==> src/rtl/s_axi_regfile.sv <==
// s_axi_regfile: AXI slave register bank of NUM_REGS x DATA_W registers with byte strobes.
// It captures AW and W independently and answers with ID-tagged single-beat B and R responses.
// Reads have one cycle of latency.
// Optional macro S_AXI_REGFILE_SLVERR_EN makes out-of-range indices return SLVERR.
// When that macro is not defined, addresses alias modulo NUM_REGS.
module s_axi_regfile #(
    parameter int DATA_W   = 32,
    parameter int ADDR_W   = 32,
    parameter int ID_W     = 4,
    parameter int NUM_REGS = 8
) (
    input  logic                clk,
    input  logic                areset,
    input  logic [ID_W-1:0]     awid_i,
    input  logic [ADDR_W-1:0]   awaddr_i,
    input  logic                awvalid_i,
    output logic                awready_o,
    input  logic [DATA_W-1:0]   wdata_i,
    input  logic [DATA_W/8-1:0] wstrb_i,
    input  logic                wlast_i,
    input  logic                wvalid_i,
    output logic                wready_o,
    output logic [ID_W-1:0]     bid_o,
    output logic [1:0]          bresp_o,
    output logic                bvalid_o,
    input  logic                bready_i,
    input  logic [ID_W-1:0]     arid_i,
    input  logic [ADDR_W-1:0]   araddr_i,
    input  logic                arvalid_i,
    output logic                arready_o,
    output logic [ID_W-1:0]     rid_o,
    output logic [DATA_W-1:0]   rdata_o,
    output logic [1:0]          rresp_o,
    output logic                rlast_o,
    output logic                rvalid_o,
    input  logic                rready_i
);
    localparam int STRB_W = DATA_W / 8;
    localparam int OFF_W  = $clog2(STRB_W);
    localparam int IDX_W  = $clog2(NUM_REGS);
    localparam int HI     = OFF_W + IDX_W;

    logic [DATA_W-1:0] regs_q [NUM_REGS];
    logic              has_addr_q, has_data_q, aw_err_q;
    logic [IDX_W-1:0]  aw_idx_q;
    logic [ID_W-1:0]   awid_q, bid_q, rid_q;
    logic [DATA_W-1:0] wdata_q, rdata_q;
    logic [STRB_W-1:0] wstrb_q;
    logic              bvalid_q, rvalid_q;
    logic [1:0]        bresp_q, rresp_q;
    logic              aw_hs, w_hs, ar_hs, commit, aw_err, ar_err;
    logic [IDX_W-1:0]  ar_idx;
    logic              unused_ok;

    assign awready_o = areset && !has_addr_q;
    assign wready_o  = areset && !has_data_q;
    assign arready_o = areset && (!rvalid_q || rready_i);
    assign aw_hs     = awvalid_i && awready_o;
    assign w_hs      = wvalid_i && wready_o;
    assign ar_hs     = arvalid_i && arready_o;
    assign commit    = has_addr_q && has_data_q && (!bvalid_q || bready_i);
    assign ar_idx    = araddr_i[OFF_W +: IDX_W];
    assign bid_o     = bid_q;
    assign bresp_o   = bresp_q;
    assign bvalid_o  = bvalid_q;
    assign rid_o     = rid_q;
    assign rdata_o   = rdata_q;
    assign rresp_o   = rresp_q;
    assign rvalid_o  = rvalid_q;
    assign rlast_o   = rvalid_q;
`ifdef S_AXI_REGFILE_SLVERR_EN
    assign aw_err = |awaddr_i[ADDR_W-1:HI];
    assign ar_err = |araddr_i[ADDR_W-1:HI];
`else
    assign aw_err = 1'b0;
    assign ar_err = 1'b0;
`endif
    // Byte-offset bits and WLAST carry no information for single-beat register access.
    assign unused_ok = ^{wlast_i, awaddr_i, araddr_i};

    // Register array: strobed lane writes on commit; out-of-range writes are dropped.
    always_ff @(posedge clk) begin
        if (!areset) begin
            for (int i = 0; i < NUM_REGS; i++) regs_q[i] <= '0;
        end else if (commit && !aw_err_q) begin
            for (int b = 0; b < STRB_W; b++)
                if (wstrb_q[b]) regs_q[aw_idx_q][8*b +: 8] <= wdata_q[8*b +: 8];
        end
    end

    // Channel state: AW/W holding slots, B response and registered R response.
    always_ff @(posedge clk) begin
        if (!areset) begin
            has_addr_q <= 1'b0;
            has_data_q <= 1'b0;
            aw_err_q   <= 1'b0;
            aw_idx_q   <= '0;
            awid_q     <= '0;
            wdata_q    <= '0;
            wstrb_q    <= '0;
            bvalid_q   <= 1'b0;
            bid_q      <= '0;
            bresp_q    <= 2'b00;
            rvalid_q   <= 1'b0;
            rid_q      <= '0;
            rdata_q    <= '0;
            rresp_q    <= 2'b00;
        end else begin
            if (aw_hs) begin
                has_addr_q <= 1'b1;
                aw_idx_q   <= awaddr_i[OFF_W +: IDX_W];
                aw_err_q   <= aw_err;
                awid_q     <= awid_i;
            end else if (commit) begin
                has_addr_q <= 1'b0;
            end
            if (w_hs) begin
                has_data_q <= 1'b1;
                wdata_q    <= wdata_i;
                wstrb_q    <= wstrb_i;
            end else if (commit) begin
                has_data_q <= 1'b0;
            end
            if (commit) begin
                bvalid_q <= 1'b1;
                bid_q    <= awid_q;
                bresp_q  <= {aw_err_q, 1'b0};
            end else if (bready_i) begin
                bvalid_q <= 1'b0;
            end
            if (ar_hs) begin
                rvalid_q <= 1'b1;
                rid_q    <= arid_i;
                rdata_q  <= ar_err ? '0 : regs_q[ar_idx];
                rresp_q  <= {ar_err, 1'b0};
            end else if (rready_i) begin
                rvalid_q <= 1'b0;
            end
        end
    end
endmodule

==> config.mk <==
export PLATFORM = sky130hd
export DESIGN_NAME = s_axi_regfile
export DESIGN_NICKNAME = d
export VERILOG_FILES = /design/src/rtl/s_axi_regfile.sv
export SDC_FILE = /design/constraint.sdc
export NUM_CORES = 1
export LEC_CHECK = 0
export ABC_AREA = 1
export ABC_CLOCK_PERIOD_IN_PS = 3300
export BUFFER_PORTS_ARGS = -buffer_cell sky130_fd_sc_hd__buf_2
export CORE_ASPECT_RATIO = 0.5
export CORE_MARGIN = 1
export CORE_UTILIZATION = 33
export DETAILED_ROUTE_END_ITERATION = 8
export PLACE_DENSITY = 0.57
export SYNTH_ARGS = -nofsm -noshare
export SYNTH_HDL_FRONTEND = slang
export SYNTH_SLANG_ARGS = --single-unit
==> constraint.sdc <==
create_clock -name clk -period 3.3 [get_ports clk]
set_input_delay 0.33 -clock clk [delete_from_list [all_inputs] [get_ports clk]]
set_output_delay 0.33 -clock clk [all_outputs]
set_load 0.03 [all_outputs]
; ---- After elaboration in Yosys (flattened, before gate mapping)
; Memory sizes are Yosys's and may differ from the RTL's. A register that Yosys moved wholly into a read port is not among the register bits.
; Index checks and enable logic that the tools add are counted.
[totals]
word_cells = 58
mem_count = 1
ff_bits = 55
mem_bits_rw = 256
out_inout_bits = 50
[classes]
n_mux = 27
n_reduce_logical = 20
[memory_table]
columns = memory, depth, width, rd, rd_clocked_by_memory_dff, wr, line
row1 = regs_q, 8, 32, 1, 1, 8, 43  ; logic [DATA_W-1:0] regs_q [NUM_REGS];
[op_table]
columns = cell, count
row1 = 32-bit 2-to-1 mux, 1
row2 = 32-bit OR reduction, 1
row3 = 1-bit 2-to-1 mux, 24
row4 = 1-bit logical AND, 8
row5 = 2-bit nonzero test, 4
row6 = 1-bit zero test, 5
row7 = 4-bit 2-to-1 mux, 1
row8 = 3-bit 2-to-1 mux, 1
row9 = 1-bit logical OR, 2

; ---- Longest topological paths before layout
; Gate-level depths: netlist of the first run.
[depth]
word_depth = 8
depth_mapped = 9
ltp_nobuf = 7

; ---- Worst setup path before layout of the first run
; Ideal clock, no wire load.
[synth_path]
path_type = register to register
start = reg bvalid_q, in the netlist bvalid_o
end = mem regs_q[2][16] (enable)
path_slack_ns = 1.558
path_stages_with_launch = 6
synth_period_minus_slack_ns = 1.742
arrival_ns = 1.413
setup_ns = 0.329
t_required_ns = 2.971
cell_sequence = dfxtp_1 a21oi_2 inv_2 nor2_8 nand2_2 nand2_1
[synth_rtl]
columns = element, line
row1 = from (decl), 49  ; logic bvalid_q, rvalid_q;
row2 = from (signal assigned), 101  ; bvalid_q <= 1'b0;
row3 = from (signal assigned), 125  ; bvalid_q <= 1'b1;
row4 = from (signal assigned), 129  ; bvalid_q <= 1'b0;
row5 = to (decl), 43

==> impl_results.md, run 1 <==
- Post-Layout Cell Count: 2441
- Clock Pin Slew Worst Setup and Hold Paths: 0.06 ns
- Post-layout min period: 2.28 ns
- Slew @ Worst Pin: 1.04 ns
- Antenna violations before repair: 1
- Unrepaired setup endpoints after global routing: no
- Crit end category: register
- Clock Tree Root: clkbuf_16
- CORE AREA: 45300 sq um
- Max Root-Sink Buffers: 3
- F_max: 0.439 GHz
- Layout Skew: 0.0217 ns
- Die Height: 154 um
- Hold Path Origin: awaddr_i[4]
- MaxCap Viol Count: 0
- Starting density of the core: 33.5%
- Multi-input gate area: 4550 sq um
- Grt ovf: 0
- Crit Path Class: register to register
- Synthesis-to-finish area growth: 16.8%
- CTS tree: done
- Final nets: 1932
- Avg Cell Area, Syn: 8.92 sq um
- Final Hold Viols: 0
- Commonest non-fill, non-tap cell in the layout: nand2_1
- Finish-stage setup viols: 0
- Yosys cell types: 23
- Cell Area, Synth: 15200 sq um
- Slew Limit Headroom: 30.5%
- Worst Path Arrival: 2.45 ns
- Pin count of the biggest net entering global routing: 74
- Hold Slack: 0.0184 ns
- Post-CTS sizing: 0
- Gate Count Post-Synth: 1703
- Post-DRT Antenna Nets: 0
- GRT Total Usage: 16.8%
- Required time of the critical path: 3.47 ns
- DIE AREA: 46900 sq um
- CTS sink cnt: 343
- Synth Register Bits: 343
- Die W: 305 um
- DP Cell Count: 2349
- Pleak: 7.57 nW
- Reg area: 9430 sq um
- FILL cells: 4512
- Power Total: 9.64 mW
- Ant diodes: 0
- Syn. warnings: 0
- Status: finished, final reports clean
- DRT Wirelength: 39600 um
- Peak VDD IR: 320 uV
- Wire per inst: 16.2 um
- Share of layout cells above drive strength 1: 11.8%
- DRC Markers: 0
- Pwr/cell area: 544 nW/um^2
- CTS buffer count: 35
- Clock Latency Late Sink: 0.54 ns
- Crit-path max FO: 10
- Core Rows: 55
- Via count: 11.5k
- Io pins: 166
- H-tree Lvls: 2
- Router iterations before antenna repair: 7
- Most frequent cells in the layout: 445 x nand2_1, 271 x nor2_1, 256 x edfxtp_1
- Crit path launch: has_data_q
- Drt initial violations: 764
- Vias in the first global route: 10.7k
- Period Utilization, post-route: 69.0%
- Detailed placer's ending HPWL: 24400 um
- GP Congestion: 0.775
- Max-slew violations: 0
- Critical R2R Launch: has_data_q
- First-pass GRT wire length: 60900 um
- Final setup TNS: 0 ns
- Vias per inst: 4.69
- Post-synthesis sequential area ratio: 62.1%
- Port Buf Inserts: 102
- Setup Buffers After CTS: 0
- Hold WC Path Type: input port to register
- Startpoint type of the worst setup path: register
[synthesized netlist by cell type (all sizes together)]
library cell	count	area, sq um
clkinv	32	120
nor3	8	40.0
a21oi	4	23.8
inv	203	762
conb	1	3.75
dfxtp	87	1740
buf	32	164
nor3b	2	20.0
edfxtp	256	7690
nand3	228	1140
nor2	276	1100
o31ai	35	263
clkbuf	49	184
nand2	478	1870
o21ai	12	60.1
[layer usage]
metal | part of all wire, % | global-route usage [%]
met2 | 46 | 27.3
met1 | 47 | 23.2
met5 | 0.028 | 0
met4 | 2.4 | 5.07
met3 | 5.0 | 2.63
[flip-flops by register name (all words and copies together), names as in the netlist]
signal,cells
wdata_q,32
aw_idx_q,3
wstrb_q,4
regs_q,256
has_data_q,1
bid_o,4
rdata_o,32
has_addr_q,1
rlast_o,1
awid_q,4
rid_o,4
bvalid_o,1
[layout make-up]
cell class	count	share of cell area, %
flip-flops and latches	343	53.2
multi-input cells	1047	25.6
repair buffers	154	5.78
clock buffers	51	5.68
inverters	235	4.99
well taps	598	4.22
clock inverters	13	0.536
[worst max-delay path, stage by stage, from the launching register on]
cell and delay, ns:
dfxtp_1 0.40, nand2_1 0.10, a21oi_2 0.23, inv_2 0.30, nor2_8 0.27, nand2_2 0.20, nand2_1 0.40
[repair_timing]
action / CTS / global route
endpoints found under the setup margin: 0 / 0
endpoints found under the hold margin: 28 / 0
hold buffers: 28 / 0
[final timing paths]
| path | endpoint | slack [ns] | depth (start not counted) |
|---|---|---|---|
| setup / recovery | regs_q[7][11] | 1.02 | 6 |
| hold / removal | aw_idx_q[2] | 0.02 | 3 |
| setup reg to reg | regs_q[7][11] | 1.02 | 6 |
| hold reg to reg | rid_o[3] | 0.46 | 2 |
[per-stage QoR]
stage | area (sq um) | worst slack [ns] | utilization (%)
final | 17700 | 1.02 | 39.2
after global routing | 17700 | 0.819 | 39.2
after CTS | 17700 | 1.03 | 39.2
after detailed placement | 16400 | 0.893 | 36.1
after global placement | 16400 | 0.943 | 36.1
after floorplan | 15200 | 1.56 | -
[where the power goes]
group	total, mW	internal [mW]	leakage, nW	switching [mW]
clock network	3.86	2.20	0.537	1.66
registers	4.87	4.81	3.36	0.0651
logic	0.906	0.243	3.68	0.663
[cells by family after synthesis]
| family | after synthesis | share of synthesized area [%] |
|---|---|---|
| other | 1 | 0.0247 |
| AND/OR/NAND/NOR | 992 | 27.5 |
| buffers and inverters | 316 | 8.10 |
| flip-flops | 343 | 62.1 |
| AO/OA/AOI/OAI | 51 | 2.28 |
No activity file was read; power rests on OpenSTA's default activity.
==> run 2: changes to the inputs <==
ABC_CLOCK_PERIOD_IN_PS = 1900   (was 3300)
PLACE_DENSITY = 0.59   (was 0.57)
clock period = 1.9 ns   (was 3.3 ns; I/O delays follow)
==> run 2 against run 1 <==
Net effect: sequential share of layout area down 2.2 points; clock skew up 0.011 ns; largest power group unchanged; sequential power up 74%; combinational power up 88%; via count up 3.1%; count of clock-buffer cells in the layout up 2; register-to-register slack worse by 0.90 ns.
==> impl_results.md, run 2 (same netlist as run 1, synthesis figures left out) <==
- Crit path top cell by count: nand2_1
- Status: finished, final reports clean
- Final nets: 2003 (+3.7%)
- Startpoint type of the worst setup path: register
- Starting density of the core: 33.5% (unchanged)
- Clock Latency Late Sink: 0.53 ns (about the same)
- Ant diodes: 0 (unchanged)
- Die Height: 154 um (unchanged)
- Worst Path Arrival: 1.94 ns (-0.51 ns)
- Commonest non-fill, non-tap cell in the layout: nand2_1
- DIE AREA: 46900 sq um (unchanged)
- Worst path slowest cell: dfxtp_1
- Wire per inst: 16.3 um (+0.45%)
- Antenna violations before repair: 0 (-1)
- Max incr delay on CP: 0.33 ns (-0.07 ns)
- DRT Wirelength: 40900 um (+3.3%)
- Final Hold Viols: 0 (unchanged)
- Top reg by flops: regs_q
- Final setup TNS: 0 ns (unchanged)
- Peak VDD IR: 430 uV (+34%)
- H-tree Lvls: 2 (unchanged)
- CTS tree: done
- Synthesis-to-finish area growth: 21.7%
- Die W: 305 um (unchanged)
- DRC Markers: 0 (unchanged)
- Grt ovf: 0 (unchanged)
- Pleak: 7.93 nW (+4.7%)
- Setup Buffers After CTS: 0 (unchanged)
- Unrepaired setup endpoints after global routing: no
- Vias in the first global route: 11.2k (+4.7%)
- Detailed placer's ending HPWL: 26100 um (+6.8%)
- Crit end category: register
- Layout Skew: 0.0323 ns (+0.0106 ns)
- Crit Path Class: register to register
- GRT Total Usage: 17.1% (+0.26 points)
- MaxCap Viol Count: 0 (unchanged)
- Max-slew violations: 0 (unchanged)
- Post-layout min period: 1.78 ns (-0.500 ns)
- Vias per inst: 4.70 (+0.24%)
- Pin count of the biggest net entering global routing: 73 (-1.4%)
- Io pins: 166 (unchanged)
- Worst path bufs/invs: 1 (unchanged)
- Post-DRT Antenna Nets: 0 (unchanged)
- First-pass GRT wire length: 61800 um (+1.5%)
- Port Buf Inserts: 102 (unchanged)
- Core Rows: 55 (unchanged)
- CORE AREA: 45300 sq um (unchanged)
- F_max: 0.563 GHz (+28%)
- Period Utilization, post-route: 93.4% (+24 points)
- Most frequent cells in the layout: 421 x nand2_1, 271 x nor2_1, 256 x edfxtp_1
- Crit-path max FO: 10 (unchanged)
- CP delay by family, top: simple AND/OR/NAND/NOR gates
- Clock Pin Slew Worst Setup and Hold Paths: 0.07 ns (about the same)
- Router iterations before antenna repair: 7 (unchanged)
- Hold Slack: 0.0741 ns (+0.0558 ns)
- Via count: 11.8k (+3.1%)
- Max Root-Sink Buffers: 3 (unchanged)
- Drt initial violations: 790 (+3.4%)
- Required time of the critical path: 2.07 ns (-1.40 ns)
- Slew @ Worst Pin: 0.583 ns (-0.459 ns)
- CTS sink cnt: 343 (unchanged)
- GP Congestion: 0.808 (+4.2%)
- CTS buffer count: 34 (-2.9%)
- CP Cell Sequence: nand2_1 -> a21oi_2 -> inv_2 -> nor2_8 -> nand2_2 -> nand2_1
- Clock Tree Root: clkbuf_16
- Finish-stage setup viols: 0 (unchanged)
- Slew Limit Headroom: 61.2% (+31 points)
- Pwr/cell area: 923 nW/um^2 (+70%)
- Hold WC Path Type: input port to register
- Share of layout cells above drive strength 1: 15.4% (+3.6 points)
- Max FFs per register: 256 (unchanged)
run 2: metal layers:
metal | vias to the layer above | track usage, % | part of all wire, %
li1 | 5804 | - | -
met2 | 314 | 28.6 | 47
met4 | 0 | 5.60 | 2.6
met1 | 5623 | 22.4 | 44
met3 | 68 | 3.24 | 6.0
met5 | - | 0 | 0
run 2: final cells by class:
class                           count  area, sq um
Multi-Input combinational cell   1047         4610
Fill cell                        4422        26800
Clock buffer                       53         1040
Sequential cell                   343         9430
Tap cell                          598          748
Timing Repair Buffer              226         1680
Clock inverter                      8         96.3
Inverter                          235          885
run 2: final timing paths:
check                           cells past startpoint  slack [ns]  startpoint            end
worst max-delay path                                6        0.12  has_addr_q  regs_q[3][26]
worst max register to register                      6        0.12  has_addr_q  regs_q[3][26]
worst min-delay path                                3        0.07      areset     rdata_o[4]
worst min register to register                      2        0.46    rid_o[1]       rid_o[1]
run 2: where the power goes:
part           internal, mW  total, mW  leakage (nW)  switching [mW]
clock network          4.04       6.90         0.555            2.86
registers              8.35       8.46          3.36           0.112
logic                 0.498       1.70          4.01            1.21
run 2: tightest hold or removal path, cell delays in order:
cell     delay (ns)
buf_4          0.20
nand3_1        0.11
nand2_1        0.05
run 2: stage by stage:
stage                     instance area, sq um  util, %  power [mW]  setup slack (ns)  cells
final                                    18500     40.8        17.1             0.125   2510
after detailed placement                 16800     37.1        10.2            0.0559   2399
after CTS                                18400     40.7        17.2            0.0650   2510
after global routing                     18500     40.8        17.6           0.00568   2510
after global placement                   16800     37.1        10.2             0.103   2399
after floorplan                          15200        -        9.59             0.158   1706
run 2: what timing repair did:
item | 4_1_cts | 5_1_grt
hold buffers | 50 | 0
resized for setup | 0 | 24
setup endpoints to repair | 0 | 178
hold endpoints to repair | 49 | 0
==> run 3: changes to the inputs <==
ABC_CLOCK_PERIOD_IN_PS = 1750   (was 1900)
PLACE_DENSITY = 0.57   (was 0.59)
clock period = 1.75 ns   (was 1.9 ns; I/O delays follow)
==> run 3 against run 2 <==
Net effect: clock skew is 0.014 ns lower; sequential share of layout area is 0.70 points lower; worst hold slack better by 0.048 ns; cell count is 0.96% higher; register-to-register slack better by 0.04 ns; global-route usage is 0.18 points lower; wire length is 2.8% lower; flip-flop and latch count stayed put; sequential power is 8.6% higher; combinational power is 9% higher; count of clock-buffer cells in the layout is 3 higher; critical path type unchanged.
==> impl_results.md, run 3 (same netlist as run 1, synthesis figures left out) <==
- MaxCap Viol Count: 0 (unchanged)
- CTS sink cnt: 343 (unchanged)
- CORE AREA: 45300 sq um (unchanged)
- Clock Latency Late Sink: 0.53 ns (about the same)
- Final setup TNS: 0 ns (unchanged)
- Slew @ Worst Pin: 0.619 ns (+0.0367 ns)
- CTS buffer count: 36 (+5.9%)
- First-pass GRT wire length: 61900 um (about the same)
- GRT met2 Usage: 26.9% (-1.7 points)
- Peak VDD IR: 509 uV (+18%)
- Share of layout cells above drive strength 1: 16.2% (+0.74 points)
- Met1 Use GR: 23.9% (+1.6 points)
- GP Congestion: 0.782 (-3.2%)
- Port Buf Inserts: 102 (unchanged)
- Crit Path Class: register to register
- Hold Slack: 0.122 ns (+0.0483 ns)
- Via count: 11.7k (-0.80%)
- Pwr/cell area: 1000 nW/um^2 (+8.5%)
- Max FFs per register: 256 (unchanged)
- F_max: 0.631 GHz (+12%)
- Die W: 305 um (unchanged)
- Synthesis-to-finish area growth: 23.4%
- Pin count of the biggest net entering global routing: 106 (+45%)
- Period Utilization, post-route: 90.6% (-2.8 points)
- DRT Wirelength: 39800 um (-2.8%)
- Slew Limit Headroom: 58.7% (-2.4 points)
- Setup WS pre-CTS: 0.0137 ns (-0.0423 ns)
- Finish-stage setup viols: 0 (unchanged)
- Post-DRT Antenna Nets: 0 (unchanged)
- Max Root-Sink Buffers: 3 (unchanged)
- Io pins: 166 (unchanged)
- GRT busiest layer: met2
- GRT Total Usage: 16.9% (-0.18 points)
- Drt initial violations: 868 (+9.9%)
- Detailed placer's ending HPWL: 25600 um (-1.8%)
- Die Height: 154 um (unchanged)
- Commonest non-fill, non-tap cell in the layout: nand2_1
- Global-route track usage on met3: 2.85% (-0.39 points)
- Crit-path max FO: 8 (-2)
- Power Total: 18.8 mW (+10%)
- Startpoint type of the worst setup path: register
- CP Cell Sequence: nand2_1 -> a21oi_2 -> inv_4 -> nor2_8 -> nand2_2 -> nand2_1 -> buf_12
- Ant diodes: 0 (unchanged)
- Status: finished, final reports clean
- H-tree Lvls: 2 (unchanged)
- Pleak: 8.07 nW (+1.8%)
- DP Area: 17000 sq um (+1.2%)
- DIE AREA: 46900 sq um (unchanged)
- Post-Layout Cell Count: 2534 (+0.96%)
- Max-slew violations: 0 (unchanged)
- Vias in the first global route: 10.9k (-2.7%)
- Unrepaired setup endpoints after global routing: no
- DP Cell Count: 2418 (+0.79%)
- Wire per inst: 15.7 um (-3.7%)
- Required time of the critical path: 1.99 ns (-0.08 ns)
- Worst path slowest cell: dfxtp_1
- Post-layout min period: 1.59 ns (-0.189 ns)
- Max incr delay on CP: 0.32 ns (about the same)
- CP delay by family, top: simple AND/OR/NAND/NOR gates
- Antenna violations before repair: 0 (unchanged)
- Top reg by flops: regs_q
- Final nets: 2024 (+1.0%)
- FILL cells: 4407 (-0.34%)
- Worst Path Arrival: 1.83 ns (-0.11 ns)
- Final Hold Viols: 0 (unchanged)
- Worst path bufs/invs: 2 (+1)
- Vias per inst: 4.62 (-1.7%)
- Utilization after layout: 41.4% (+0.57 points)
- Crit end category: register
- Hold WC Path Type: input port to register
- Crit path top cell by count: nand2_1
- Clock Pin Slew Worst Setup and Hold Paths: 0.06 ns (about the same)
- CTS tree: done
- Grt ovf: 0 (unchanged)
- Clock Tree Root: clkbuf_16
- Most frequent cells in the layout: 428 x nand2_1, 271 x nor2_1, 256 x edfxtp_1
- Design Area, Final: 18700 sq um (+1.4%)
- Core Rows: 55 (unchanged)
- Setup ws final: 0.164 ns (+0.0393 ns)
- DRC Markers: 0 (unchanged)
- Starting density of the core: 33.5% (unchanged)
- Layout Skew: 0.0182 ns (-0.0141 ns)
- Router iterations before antenna repair: 7 (unchanged)
==> run 3: cell types whose count changed in the layout (fill, tap and decap cells not counted), sizes merged <==
| cell | previous run | this run |
|---|---|---|
| buf | 176 | 195 |
| clkbuf | 53 | 56 |
| clkinvlp | 0 | 2 |
| clkinv | 37 | 38 |
| bufinv | 2 | 1 |
==> run 3: what timing repair did <==
item,CTS,global route
setup endpoints to repair,0,141
hold buffers,50,0
setup buffers,0,0
hold endpoints to repair,49,0
resized for setup,0,19
==> run 3: metal layers <==
layer	vias to the layer above	share of wire, %
met5	-	0
li1	5858	-
met1	5514	47
met3	49	6.3
met4	0	1.6
met2	294	45
==> run 3: path summary, 6_finish.rpt <==
check | slack [ns] | cells after the start | from | to
hold / removal | 0.12 | 3 | areset | rlast_o
setup / recovery | 0.16 | 7 | has_addr_q | regs_q[0][28]
setup reg to reg | 0.16 | 7 | has_addr_q | regs_q[0][28]
hold reg to reg | 0.46 | 2 | rid_o[1] | rid_o[1]
==> run 3: layout make-up <==
class	count	area, sq um	share of cell area [%]
inverters	235	887	4.73
clock buffers	56	1110	5.91
repair buffers	245	1890	10.1
multi-input cells	1047	4590	24.5
flip-flops and latches	343	9430	50.3
well taps	598	748	3.99
clock inverters	10	92.6	0.494
==> run 3: worst register-to-register path, delay by kind of cell, from the launching register on <==
kind,cells,cell delay [ns]
AOI/OAI and AO/OA,1,0.18
DFF,1,0.32
and+or+nand+nor,4,0.52
buffers and inverters,2,0.28
==> run 3: where the power goes <==
group / leakage, nW / switching, mW / total [mW] / internal [mW]
clock: 0.584 / 3.20 / 7.73 / 4.53
combinational: 4.13 / 1.28 / 1.85 / 0.579
sequential: 3.36 / 0.121 / 9.19 / 9.06
